**src/rtl/interleaver_pkg.sv**
```systemverilog
// Shared types for the interleaver frame packer: FSM encoding, default length width
// and the FIFO entry layout {sop, eop, data}.
package interleaver_pkg;

    localparam int unsigned LEN_W_DEF = 12;
    localparam int unsigned FLAG_W    = 2;

    typedef enum logic {
        ST_IDLE   = 1'b0,
        ST_ACTIVE = 1'b1
    } state_e;

    // Upper bits of every FIFO entry; the data byte follows below them.
    typedef struct packed {
        logic sop;
        logic eop;
    } entry_flags_t;

endpackage

```
**src/rtl/interleaver_frame_packer_fifo.sv**
```systemverilog
// packer_fifo: synchronous first-word-fall-through FIFO with full/empty flags.
// Output reads as zero while empty.
module packer_fifo #(
    parameter int unsigned WIDTH = 10,
    parameter int unsigned DEPTH = 16
) (
    input  logic             clk,
    input  logic             reset,
    input  logic             wr_en,
    input  logic [WIDTH-1:0] wr_data,
    input  logic             rd_en,
    output logic [WIDTH-1:0] rd_data,
    output logic             full,
    output logic             empty
);

    localparam int unsigned AW = $clog2(DEPTH);

    logic [AW:0]      wr_ptr_q, wr_ptr_d;
    logic [AW:0]      rd_ptr_q, rd_ptr_d;
    logic [WIDTH-1:0] mem_q [DEPTH];

    // Extra pointer bit distinguishes full from empty.
    assign empty   = (wr_ptr_q == rd_ptr_q);
    assign full    = (wr_ptr_q[AW] != rd_ptr_q[AW]) && (wr_ptr_q[AW-1:0] == rd_ptr_q[AW-1:0]);
    assign rd_data = empty ? '0 : mem_q[rd_ptr_q[AW-1:0]];

    always_comb begin
        wr_ptr_d = wr_ptr_q;
        rd_ptr_d = rd_ptr_q;
        if (wr_en) begin
            wr_ptr_d = wr_ptr_q + (AW+1)'(1);
        end
        if (rd_en && !empty) begin
            rd_ptr_d = rd_ptr_q + (AW+1)'(1);
        end
    end

    always_ff @(posedge clk or negedge reset) begin
        if (!reset) begin
            wr_ptr_q <= '0;
            rd_ptr_q <= '0;
        end else begin
            wr_ptr_q <= wr_ptr_d;
            rd_ptr_q <= rd_ptr_d;
        end
    end

    always_ff @(posedge clk) begin
        if (wr_en) begin
            mem_q[wr_ptr_q[AW-1:0]] <= wr_data;
        end
    end

endmodule

```
**src/rtl/interleaver_frame_packer.sv**
```systemverilog
// Frames an interleaved byte stream into length-delimited blocks (sop/eop) through an FWFT FIFO.
// Optional PACKER_STATS_EN adds frame_count / drop_count outputs.
module interleaver_frame_packer
    import interleaver_pkg::*;
#(
    parameter int unsigned DATA_W     = 8,
    parameter int unsigned LEN_W      = LEN_W_DEF,
    parameter int unsigned FIFO_DEPTH = 16
) (
    input  logic              clk,
    input  logic              reset,
    input  logic [DATA_W-1:0] data_in,
    input  logic              data_valid,
    input  logic [LEN_W-1:0]  length,
    output logic [DATA_W-1:0] m_data,
    output logic              m_valid,
    input  logic              m_ready,
    output logic              m_sop,
    output logic              m_eop,
    output logic              overflow,
    output logic              len_err
`ifdef PACKER_STATS_EN
    ,
    output logic [15:0]       frame_count,
    output logic [15:0]       drop_count
`endif
);

    localparam int unsigned ENTRY_W = FLAG_W + DATA_W;

    state_e              state_q, state_d;
    logic [LEN_W-1:0]    len_q, len_d;
    logic [LEN_W-1:0]    cnt_q, cnt_d;
    logic                len_err_q, len_err_d;
    logic                overflow_q, overflow_d;
    logic                wr_req_c, wr_sop_c, wr_eop_c;
    logic                push_c, pop_c, drop_c;
    logic                fifo_full, fifo_empty;
    logic [ENTRY_W-1:0]  wr_entry_c, rd_entry;
    entry_flags_t        wr_flags_c, rd_flags;

    // Block framing FSM: count runs 0..len-1 inside a block.
    always_comb begin
        state_d   = state_q;
        len_d     = len_q;
        cnt_d     = cnt_q;
        len_err_d = 1'b0;
        wr_req_c  = 1'b0;
        wr_sop_c  = 1'b0;
        wr_eop_c  = 1'b0;
        case (state_q)
            ST_IDLE: begin
                if (data_valid) begin
                    if (length == '0) begin
                        len_err_d = 1'b1;
                    end else begin
                        wr_req_c = 1'b1;
                        wr_sop_c = 1'b1;
                        len_d    = length;
                        if (length == LEN_W'(1)) begin
                            wr_eop_c = 1'b1;
                            cnt_d    = '0;
                        end else begin
                            cnt_d   = LEN_W'(1);
                            state_d = ST_ACTIVE;
                        end
                    end
                end
            end
            ST_ACTIVE: begin
                if (data_valid) begin
                    wr_req_c = 1'b1;
                    if (cnt_q == len_q - LEN_W'(1)) begin
                        wr_eop_c = 1'b1;
                        cnt_d    = '0;
                        state_d  = ST_IDLE;
                    end else begin
                        cnt_d = cnt_q + LEN_W'(1);
                    end
                end
            end
            default: state_d = ST_IDLE;
        endcase
    end

    // A full FIFO still accepts a write when the head is popped in the same cycle.
    assign pop_c      = m_valid && m_ready;
    assign push_c     = wr_req_c && (!fifo_full || pop_c);
    assign drop_c     = wr_req_c && fifo_full && !pop_c;
    assign overflow_d = overflow_q || drop_c;

    assign wr_flags_c = '{sop: wr_sop_c, eop: wr_eop_c};
    assign wr_entry_c = {wr_flags_c, data_in};

    always_ff @(posedge clk or negedge reset) begin
        if (!reset) begin
            state_q    <= ST_IDLE;
            len_q      <= '0;
            cnt_q      <= '0;
            len_err_q  <= 1'b0;
            overflow_q <= 1'b0;
        end else begin
            state_q    <= state_d;
            len_q      <= len_d;
            cnt_q      <= cnt_d;
            len_err_q  <= len_err_d;
            overflow_q <= overflow_d;
        end
    end

    packer_fifo #(
        .WIDTH (ENTRY_W),
        .DEPTH (FIFO_DEPTH)
    ) u_fifo (
        .clk     (clk),
        .reset   (reset),
        .wr_en   (push_c),
        .wr_data (wr_entry_c),
        .rd_en   (pop_c),
        .rd_data (rd_entry),
        .full    (fifo_full),
        .empty   (fifo_empty)
    );

    assign rd_flags = entry_flags_t'(rd_entry[ENTRY_W-1 -: FLAG_W]);
    assign m_valid  = !fifo_empty;
    assign m_data   = rd_entry[DATA_W-1:0];
    assign m_sop    = rd_flags.sop;
    assign m_eop    = rd_flags.eop;
    assign overflow = overflow_q;
    assign len_err  = len_err_q;

`ifdef PACKER_STATS_EN
    logic [15:0] frame_q, frame_d;
    logic [15:0] drop_q, drop_d;

    // Frames count accepted eop bytes (wrapping); drops saturate.
    always_comb begin
        frame_d = frame_q;
        drop_d  = drop_q;
        if (push_c && wr_eop_c) begin
            frame_d = frame_q + 16'd1;
        end
        if (drop_c && (drop_q != 16'hFFFF)) begin
            drop_d = drop_q + 16'd1;
        end
    end

    always_ff @(posedge clk or negedge reset) begin
        if (!reset) begin
            frame_q <= '0;
            drop_q  <= '0;
        end else begin
            frame_q <= frame_d;
            drop_q  <= drop_d;
        end
    end

    assign frame_count = frame_q;
    assign drop_count  = drop_q;
`endif

endmodule
```
**config.mk**
```make
export PLATFORM = sky130hd
export DESIGN_NAME = interleaver_frame_packer
export DESIGN_NICKNAME = d
export VERILOG_FILES = /design/src/rtl/interleaver_pkg.sv /design/src/rtl/interleaver_frame_packer_fifo.sv /design/src/rtl/interleaver_frame_packer.sv
export SDC_FILE = /design/constraint.sdc
export NUM_CORES = 1
export LEC_CHECK = 0
export ABC_AREA = 1
export ABC_CLOCK_PERIOD_IN_PS = 4300
export CORE_UTILIZATION = 41
export CTS_CLUSTER_DIAMETER = 200
export CTS_CLUSTER_SIZE = 10
export DETAILED_ROUTE_END_ITERATION = 8
export PLACE_DENSITY_LB_ADDON = 0.25
export SLEW_MARGIN = 20
export SYNTH_ARGS = -nofsm -noshare
export SYNTH_HDL_FRONTEND = slang
export SYNTH_SLANG_ARGS = --single-unit
```
**constraint.sdc**
```tcl
create_clock -name clk -period 4.3 [get_ports clk]
set_clock_uncertainty 0.15 [all_clocks]
set_input_delay 0.645 -clock clk [delete_from_list [all_inputs] [get_ports clk]]
set_output_delay 0.645 -clock clk [all_outputs]
set_load 0.05 [all_outputs]
```
=== Word-level counts from Yosys, hierarchy flattened ===
Memories as Yosys holds them, arrays and structs flattened.
Index checks and enable logic that the tools add are counted.

* Register bits after elaboration: 37
* RAM bits: 160
* Input bits: 24
* Output and inout port bits: 13
* Logic and storage cells: 65
* Memories: 1

* Add/sub/neg operators: 4
* Equal/unequal tests: 8
* Mux-type cells: 29
* Bitwise operators: 2
* Reductions and logical operators: 14

{| class="wikitable"
|+ Memories
! name !! words !! bits a word !! read ports !! clocked after Yosys merged registers in !! write ports !! line !! text
|-
| u_fifo.mem_q || 16 || 10 || 1 || 0 || 1 || interleaver_frame_packer_fifo.sv:21 || <nowiki>logic [WIDTH-1:0] mem_q [DEPTH];</nowiki>
|}

{| class="wikitable"
|+ Operators by type and width
! cell !! number
|-
| 2-to-1 mux 12 bit || 4
|-
| case mux 12 bit (2 select lines) || 1
|-
| 2-to-1 mux 1 bit || 20
|-
| adder 12 x 1 -> 12 bit, second input constant || 1
|-
| equality test 12 x 1 -> 1 bit, second input constant || 1
|-
| equality test 12 bit || 1
|-
| zero test 12 bit || 1
|-
| subtractor 12 x 1 -> 12 bit, second input constant || 1
|-
| adder 5 x 1 -> 5 bit, second input constant || 2
|-
| 2-to-1 mux 10 bit || 1
|-
| logical AND 1 bit || 6
|-
| inequality test 2 bit, second input constant || 3
|-
| case mux 1 bit (2 select lines) || 3
|-
| AND reduction 3 bit || 2
|-
| equality test 5 bit || 1
|-
| equality test 4 bit || 1
|-
| zero test 1 bit || 3
|-
| logical OR 1 bit || 2
|-
| NOT 1 bit || 2
|-
| inequality test 1 bit || 1
|}

=== Longest topological paths before layout ===
Gate-level depths: netlist of the first run.

* Word-level depth: 7
* Mapped depth: 13
* Mapped depth without buffers: 12

=== Modules after synthesis ===
From an unflattened synthesis of the first run, not the netlist that was laid out.

* Cell total of the unflattened synthesis: 1039
* Area, all modules: 9698.1 µm²

{| class="wikitable"
|+ Modules (own cells, without submodules)
! module !! times used !! cells each !! area each (µm²)
|-
| packer_fifo || 1 || 751 || 7651.1
|-
| interleaver_frame_packer || 1 || 288 || 2047.0
|}

=== Worst setup path after synthesis of the first run ===
Ideal clock, no wire load.

* Path kind: flip-flop to output port
* Start: register u_fifo.rd_ptr_q[1]
* End: output port m_data[2]
* Arrival: 2.429 ns
* Required time: 3.505 ns
* Path slack: 1.076 ns
* Stages on the path, launching flop included: 7
* Cell sequence: dfrtp_1 > buf_4 > xor2_1 > a21oi_1 > nand3_1 > clkinv_1 > a31oi_1

* Longest elaborated chain between the ends: 2

{| class="wikitable"
|+ Ends and longest elaborated chain
! element !! line !! text
|-
| from (decl) || interleaver_frame_packer_fifo.sv:20 || <nowiki>logic [AW:0] rd_ptr_q, rd_ptr_d;</nowiki>
|-
| from (signal assigned) || interleaver_frame_packer_fifo.sv:45 || <nowiki>rd_ptr_q <= rd_ptr_d;</nowiki>
|-
| memory (16 x 10 bit) or equality test 5 bit (tied branches) || - ||
|-
| 2-to-1 mux 10 bit * || interleaver_frame_packer_fifo.sv:26 || <nowiki>assign rd_data = empty ? '0 : mem_q[rd_ptr_q[AW-1:0]];</nowiki>
|-
| to (decl) || interleaver_frame_packer.sv:15 || <nowiki>output logic [DATA_W-1:0] m_data,</nowiki>
|}

Every way passes the cells marked *; elsewhere a longest branch is shown, timed or not.

=== Worst setup path after layout of the first run ===
* Start: register u_fifo.rd_ptr_q[0]
* End: output port m_eop

* Longest elaborated chain between the ends: 2

{| class="wikitable"
|+ Ends and longest elaborated chain
! element !! line !! text
|-
| memory (16 x 10 bit) or equality test 5 bit (tied branches) || - ||
|-
| 2-to-1 mux 10 bit * || interleaver_frame_packer_fifo.sv:26 ||
|-
| to (decl) || interleaver_frame_packer.sv:19 || <nowiki>output logic m_eop,</nowiki>
|}

Marked as above.

==> results of run 1 <==
==> cells by family after synthesis <==
kind of cell	Yosys count
fa+ha+maj	7
buf+inv	84
xor+xnor	23
flops	197
simple gates	309
compound gates	139
mux	14
==> path summary, 6_finish.rpt <==
path	cells past startpoint	slack [ps]	end
max	7	550	m_eop
min	1	180	len_q[7]
max reg2reg	9	1480	u_fifo.mem_q[2][7]
min reg2reg	1	340	u_fifo.rd_ptr_q[4]
max in group asynchronous	1	3210	u_fifo.rd_ptr_q[1]
min in group clk	1	340	u_fifo.rd_ptr_q[4]
==> per-stage QoR <==
stage,util,area [um2]
after floorplan,-,8700
after global placement,0.458,9390
after detailed placement,0.458,9390
after CTS,0.489,10000
after global routing,0.489,10000
final,0.489,10000
==> worst register-to-register path, delay by kind of cell (launching register included) <==
family          cells  cell delay, ps
buf+inv             3             690
compound gates      1              90
flops               1             680
simple gates        5             940
==> cell usage in the layout (no fill, tap or decap), types with 2 or more instances in the layout <==
master           instances
a21oi_1                 12
a21oi_2                  9
a31oi_1                  3
buf_4                   33
clkbuf_16               17
clkdlybuf4s50_1         25
clkinv_1                 2
clkinv_4                 3
clkinv_8                 4
dfrtp_1                 35
dfrtp_2                  2
edfxtp_1               160
ha_1                     7
inv_1                   46
inv_2                    3
inv_8                    5
mux2_2                   3
mux2i_1                 11
nand2_1                113
nand2_2                  6
nand2_4                  3
nand3_1                 22
nand3_2                  2
nand3b_1                 3
nand4_1                  7
nor2_1                 137
nor2_2                   8
nor2_4                   2
nor3_1                   3
o211ai_1                12
o21ai_0                 70
o221ai_1                 8
o22ai_1                  3
o32ai_1                 18
or2_1                    2
xnor2_1                  8
xor2_1                  15
==> per-layer routing <==
layer  wire length (um)  track usage  up-vias
li1                   -            -     2791
met1               8440        0.242     2723
met2               9260        0.298      126
met3                812       0.0364       11
met4                191       0.0490        0
met5                  0            0        -
==> power groups by stage <==
stage                     Combinational [uW]  Sequential [uW]  Clock, uW
after floorplan                         1790             2460          0
after global placement                  2380             2580          0
after detailed placement                2390             2580          0
after CTS                               2400             2540       1670
after global routing                    2610             2570       1740
final                                   2380             2540       1640
==> state kept, by name, indices dropped and copies added, names as in the netlist <==
signal and flops:
u_fifo.mem_q 160, u_fifo.wr_ptr_q 5, len_err 1, overflow 1, cnt_q 12, u_fifo.rd_ptr_q 5
state_q 1, len_q 12
==> layout make-up <==
class                      count  area [um2]
fill                        1841       10500
sequential                   197        5730
multi-input combinational    492        2620
timing repair buffer          59         503
clock buffer                  17         425
tap                          270         338
clock inverter                15         203
inverter                      52         198
==> results.md, run 1 <==
* # rows at 52
* Quantity of hold-fixing buffers added after cts at 0
* Layout Nets at 850
* Pwr dens at 655 nW/um2
* Yosys reg bits at 197
* Gate Count Post-Synth at 773
* Max-Cap Viols at 0
* Slowest stage cell, crit path: dfrtp_2
* Clock power frac at 0.250
* Sequential share of power at 0.387
* Seq/Total Area, Yosys at 0.659
* Total gr overflow at 0
* Routed len/inst at 17.0 um
* Clock Root Buffer: clkbuf_16
* TNS Setup at 0 ps
* Number of global-route vias before repair at 5331
* Pre-CTS setup slack at 1020 ps
* Placed cell count at 1070
* XOR/XNOR Fraction of Synth Area at 0.0231
* Synth top area cells: edfxtp_1 55%, dfrtp_1 11%, nor2_1 6.0%
* Unique masters post-synth at 41
* Max-slew headroom at 0.417
* Worst path max stage delay at 680 ps
* CP arrival at 2960 ps
* Crit path buf inv count at 3
* FFs w/ async S/R, synth at 0.188
* Top cells by count, synth: 160 x edfxtp_1, 138 x nor2_1, 113 x nand2_1
* Buffers on Ports at 36
* Switching part of the total power at 0.402
* All-Layer GR Usage at 0.180
* Crit path from: u_fifo.rd_ptr_q[0]
* Worst hold-check path type: input pin to asynchronous set/reset pin
* Reg-to-Reg Start: u_fifo.rd_ptr_q[0]
* Clk buf depth at 2
* Post-synthesis mux area share at 0.0165
* First-pass iteration count of the detailed router at 5
* Final hold slack at 178 ps
* Startpoint types: register
* Worst-Skew Late Latency at 430 ps
* CTS tree: done
* Compound-Gate Fraction of Synth Area at 0.101
* Via count at 5651
* Syn Nets at 804
* Setup violators final at 0
* Inserted Clock Buffers at 17
* DIE WIDTH at 148 um
* Power consumption at 6560 uW
* Setup bufs post-CTS at 0
* CP required at 3500 ps
* Top FF cell, synth: edfxtp_1
* Largest family of logic cells by synthesized area: simple AND/OR/NAND/NOR gates
* Area share of the largest cell type after synthesis at 0.552
* Area grow syn2layout at 15.2%
* Fin. Hold Viols at 0
* Critical Path Sink Type: output pin
* Post-Synth Adder-Cell Area at 0.0101
* Fraction of the mapped netlist area in simple logic gates at 0.151
* Syn Area/Cell at 11.3 um2
* P_sw at 2640 uW
* Period Utilization, post-route at 0.873
* Fin. max-slew vios at 0
* H-tree depth at 4
* Total Routed Length at 18700 um
* Worst-path cell chain: buf_4, o21ai_0, o21ai_0, a22o_1, inv_1, a21oi_1, buf_4
* Synth Warn # at 0
* Final worst setup slack at 545 ps
* Core area at 20500 um2
* Number of top-level pins at 37
* Clock tree sinks at 197
* Starting Density at 0.425
* Die H at 148 um
* Largest net degree at the start of global routing at 64
* Post-CTS sizing at 0
* FMAX at 0.266 GHz
* Antenna fix cells at 0
* DRC Markers at 0
* Cell area after synthesis at 8700 um2
* Unrepaired setup endpoints after global routing: no
* Comb pwr share at 0.363
* Status: complete, no violations
* Die ar. at 21800 um2
* Worst slew pin tran at 874 ps
* Post-DP HPWL at 11800 um
* Vias per std cell at 5.13
* Crit path max-delay family: buffers and inverters
* Final non-filler cell total at 1102
* Peak VDD IR at 308 uV
* Top-count cell post-synth: edfxtp_1
* GPL Wtd Cong at 0.791
* Clock-pin slew on the worst setup and hold paths at 70 ps
* CP max FO at 63
* Post-synth top area cell: edfxtp_1
* Internal power at 3920 uW
* Antenna-violating nets left at 0
* Layout cells sized above 1 at 0.127
* Crit Path Class: register to output pin
* Antenna violations before repair at 0
* First-pass GRT wire length at 29600 um
* Crit path time final at 3750 ps
* DR iter-0 viols at 410
* EDFF count, synth at 160
* Pleak at 0.00372 uW
Note: power is estimated with default switching activity, not from simulation.
==> run 2, diff against run 1 <==
--- a/config.mk
+++ b/config.mk
@@ -7,6 +7,7 @@
 export LEC_CHECK = 0
 export ABC_AREA = 1
 export ABC_CLOCK_PERIOD_IN_PS = 4300
+export CAP_MARGIN = 20
 export CORE_UTILIZATION = 41
 export CTS_CLUSTER_DIAMETER = 200
 export CTS_CLUSTER_SIZE = 10
==> results of run 2 <==
No change in the layout: final DEF, timing and power equal those of run 1.
==> run 3, diff against run 2 <==
--- a/config.mk
+++ b/config.mk
@@ -9,6 +9,7 @@
 export ABC_CLOCK_PERIOD_IN_PS = 4300
 export CAP_MARGIN = 20
 export CORE_UTILIZATION = 41
+export CTS_BUF_LIST = sky130_fd_sc_hd__clkbuf_4
 export CTS_CLUSTER_DIAMETER = 200
 export CTS_CLUSTER_SIZE = 10
 export DETAILED_ROUTE_END_ITERATION = 8
==> run 3 against run 2 <==
Critical path depth increased by 2. Sequential share of layout area up 1.7 points. Total power is 8.9% lower. Critical path type unchanged. Via count is essentially flat. Combinational power about the same.
==> results.md, run 3 (same netlist as run 1, synthesis figures left out) <==
* Starting Density at 0.425 (unchanged)
* Area grow syn2layout at 11.9%
* Worst path max stage delay at 710 ps (+30 ps)
* Max reg flops at 160 (unchanged)
* Worst-Skew Late Latency at 570 ps (+140 ps)
* Most common cell after layout, fill and taps aside: edfxtp_1
* DRC Markers at 0 (unchanged)
* Max-Cap Viols at 0 (unchanged)
* Startpoint types: register
* Total Routed Length at 18700 um (-0.26%)
* All-Layer GR Usage at 0.179 (-0.00182)
* Inserted Clock Buffers at 17 (unchanged)
* Routed len/inst at 16.9 um (-0.44%)
* Fin. Hold Viols at 0 (unchanged)
* Pleak at 0.00360 uW (-3.4%)
* Crit path time final at 3920 ps (+168 ps)
* Fin. max-slew vios at 0 (unchanged)
* DIE WIDTH at 148 um (unchanged)
* CP arrival at 3130 ps (+170 ps)
* Die ar. at 21800 um2 (unchanged)
* Filler Cells Inserted at 1874 (+1.8%)
* Critical Path Sink Type: output pin
* Clock tree sinks at 197 (unchanged)
* Worst slew pin tran at 871 ps (-3.27 ps)
* Status: complete, no violations
* Final worst setup slack at 377 ps (-168 ps)
* Setup bufs post-CTS at 0 (unchanged)
* DR iter-0 viols at 483 (+18%)
* H-tree depth at 4 (unchanged)
* Number of global-route vias before repair at 5306 (-0.47%)
* Antenna-violating nets left at 0 (unchanged)
* # rows at 52 (unchanged)
* Clock-pin slew on the worst setup and hold paths at 150 ps (+80 ps)
* Post-DP HPWL at 11800 um (unchanged)
* Setup violators final at 0 (unchanged)
* Finished Cell Area at 9740 um2 (-2.8%)
* Die H at 148 um (unchanged)
* Clock Root Buffer: clkbuf_4
* Layout Nets at 851 (+0.12%)
* Peak VDD IR at 313 uV (+1.6%)
* GPL Wtd Cong at 0.791 (unchanged)
* Total gr overflow at 0 (unchanged)
* Antenna violations before repair at 1 (+1)
* Largest net degree at the start of global routing at 64 (unchanged)
* FMAX at 0.255 GHz (-4.3%)
* Max-slew headroom at 0.419 (+0.00218)
* Worst Hold Depth at 1
* Number of top-level pins at 37 (unchanged)
* DP Area at 9390 um2 (unchanged)
* Final hold slack at 352 ps (+174 ps)
* Buffers on Ports at 36 (unchanged)
* Sequential Area at 5730 um2 (unchanged)
* Period Utilization, post-route at 0.912 (+0.0391)
* Pre-CTS setup slack at 1020 ps (unchanged)
* Worst hold-check path type: register to register
* Clk buf depth at 2 (unchanged)
* Slowest stage cell, crit path: dfrtp_2
* Worst-path cell chain: buf_4, nor2_1, nor2_1, o21ai_0, o21ai_0, a22o_1, inv_1, a21oi_1, buf_4
* Post-CTS sizing at 0 (unchanged)
* Vias per std cell at 5.11 (-0.27%)
* First-pass GRT wire length at 29300 um (-1.0%)
* Commonest cells after routing, fill and taps aside: 160 x edfxtp_1, 137 x nor2_1, 113 x nand2_1, 70 x o21ai_0, 46 x inv_1
* Multi-input gate area at 2620 um2 (unchanged)
* CTS tree: done
* Unrepaired setup endpoints after global routing: no
* Reg2Reg Depth at 9 (unchanged)
* Quantity of hold-fixing buffers added after cts at 1 (+1)
* First-pass iteration count of the detailed router at 5 (unchanged)
* TNS Setup at 0 ps (unchanged)
* Via count at 5646 (-0.088%)
* CP required at 3500 ps (about the same)
* CP max FO at 63 (unchanged)
* Core area at 20500 um2 (unchanged)
* Layout cells sized above 1 at 0.127 (-0.000153)
* Crit Path Class: register to output pin
* Pwr dens at 614 nW/um2 (-6.3%)
==> run 3: critical path, delay by kind of cell, from the launching register on <==
kind | cells | cell delay (ps)
AO/OA/AOI/OAI | 4 | 660
buffers and inverters | 3 | 940
AND/OR/NAND/NOR | 2 | 210
flip-flops | 1 | 710
==> run 3: power breakdown <==
part	total (uW)	internal, uW	leakage [uW]	switching [uW]
clock	1060	338	0.000174	718
sequential	2540	2300	0.00188	238
combinational	2380	766	0.00154	1610
==> run 3: worst paths after layout <==
| path | from | to | slack, ps |
|---|---|---|---|
| worst max-delay path | u_fifo.rd_ptr_q[0] | m_eop | 380 |
| worst min-delay path | u_fifo.rd_ptr_q[4] | u_fifo.rd_ptr_q[4] | 350 |
| worst max register to register | u_fifo.rd_ptr_q[0] | u_fifo.mem_q[2][7] | 1480 |
| max in group asynchronous | reset | u_fifo.rd_ptr_q[1] | 2830 |
| min in group asynchronous | reset | len_q[7] | 550 |
| worst min register to register | u_fifo.rd_ptr_q[4] | u_fifo.rd_ptr_q[4] | 350 |
==> run 3: stage by stage <==
| step | cells | total power (uW) | util |
|---|---|---|---|
| final | 1104 | 5970 | 0.475 |
| after global routing | 1104 | 6330 | 0.475 |
| after CTS | 1103 | 6020 | 0.475 |
| after detailed placement | 1070 | 4970 | 0.458 |
| after global placement | 1070 | 4960 | 0.458 |
| after floorplan | 773 | 4250 | - |
==> run 3: per-layer routing <==
layer | part of all wire | global-route usage | vias to the layer above
li1 | - | - | 2788
met5 | 0 | 0 | -
met3 | 0.043 | 0.0364 | 10
met1 | 0.45 | 0.241 | 2719
met2 | 0.49 | 0.295 | 129
met4 | 0.0099 | 0.0459 | 0
==> run 3: final cells by class <==
| cell class | instances | area share |
|---|---|---|
| Sequential cell | 197 | 0.589 |
| Inverter | 52 | 0.0203 |
| Antenna cell | 1 | 0.000257 |
| Timing Repair Buffer | 60 | 0.0527 |
| Clock inverter | 15 | 0.0208 |
| Clock buffer | 17 | 0.0131 |
| Multi-Input combinational cell | 492 | 0.269 |
| Tap cell | 270 | 0.0347 |
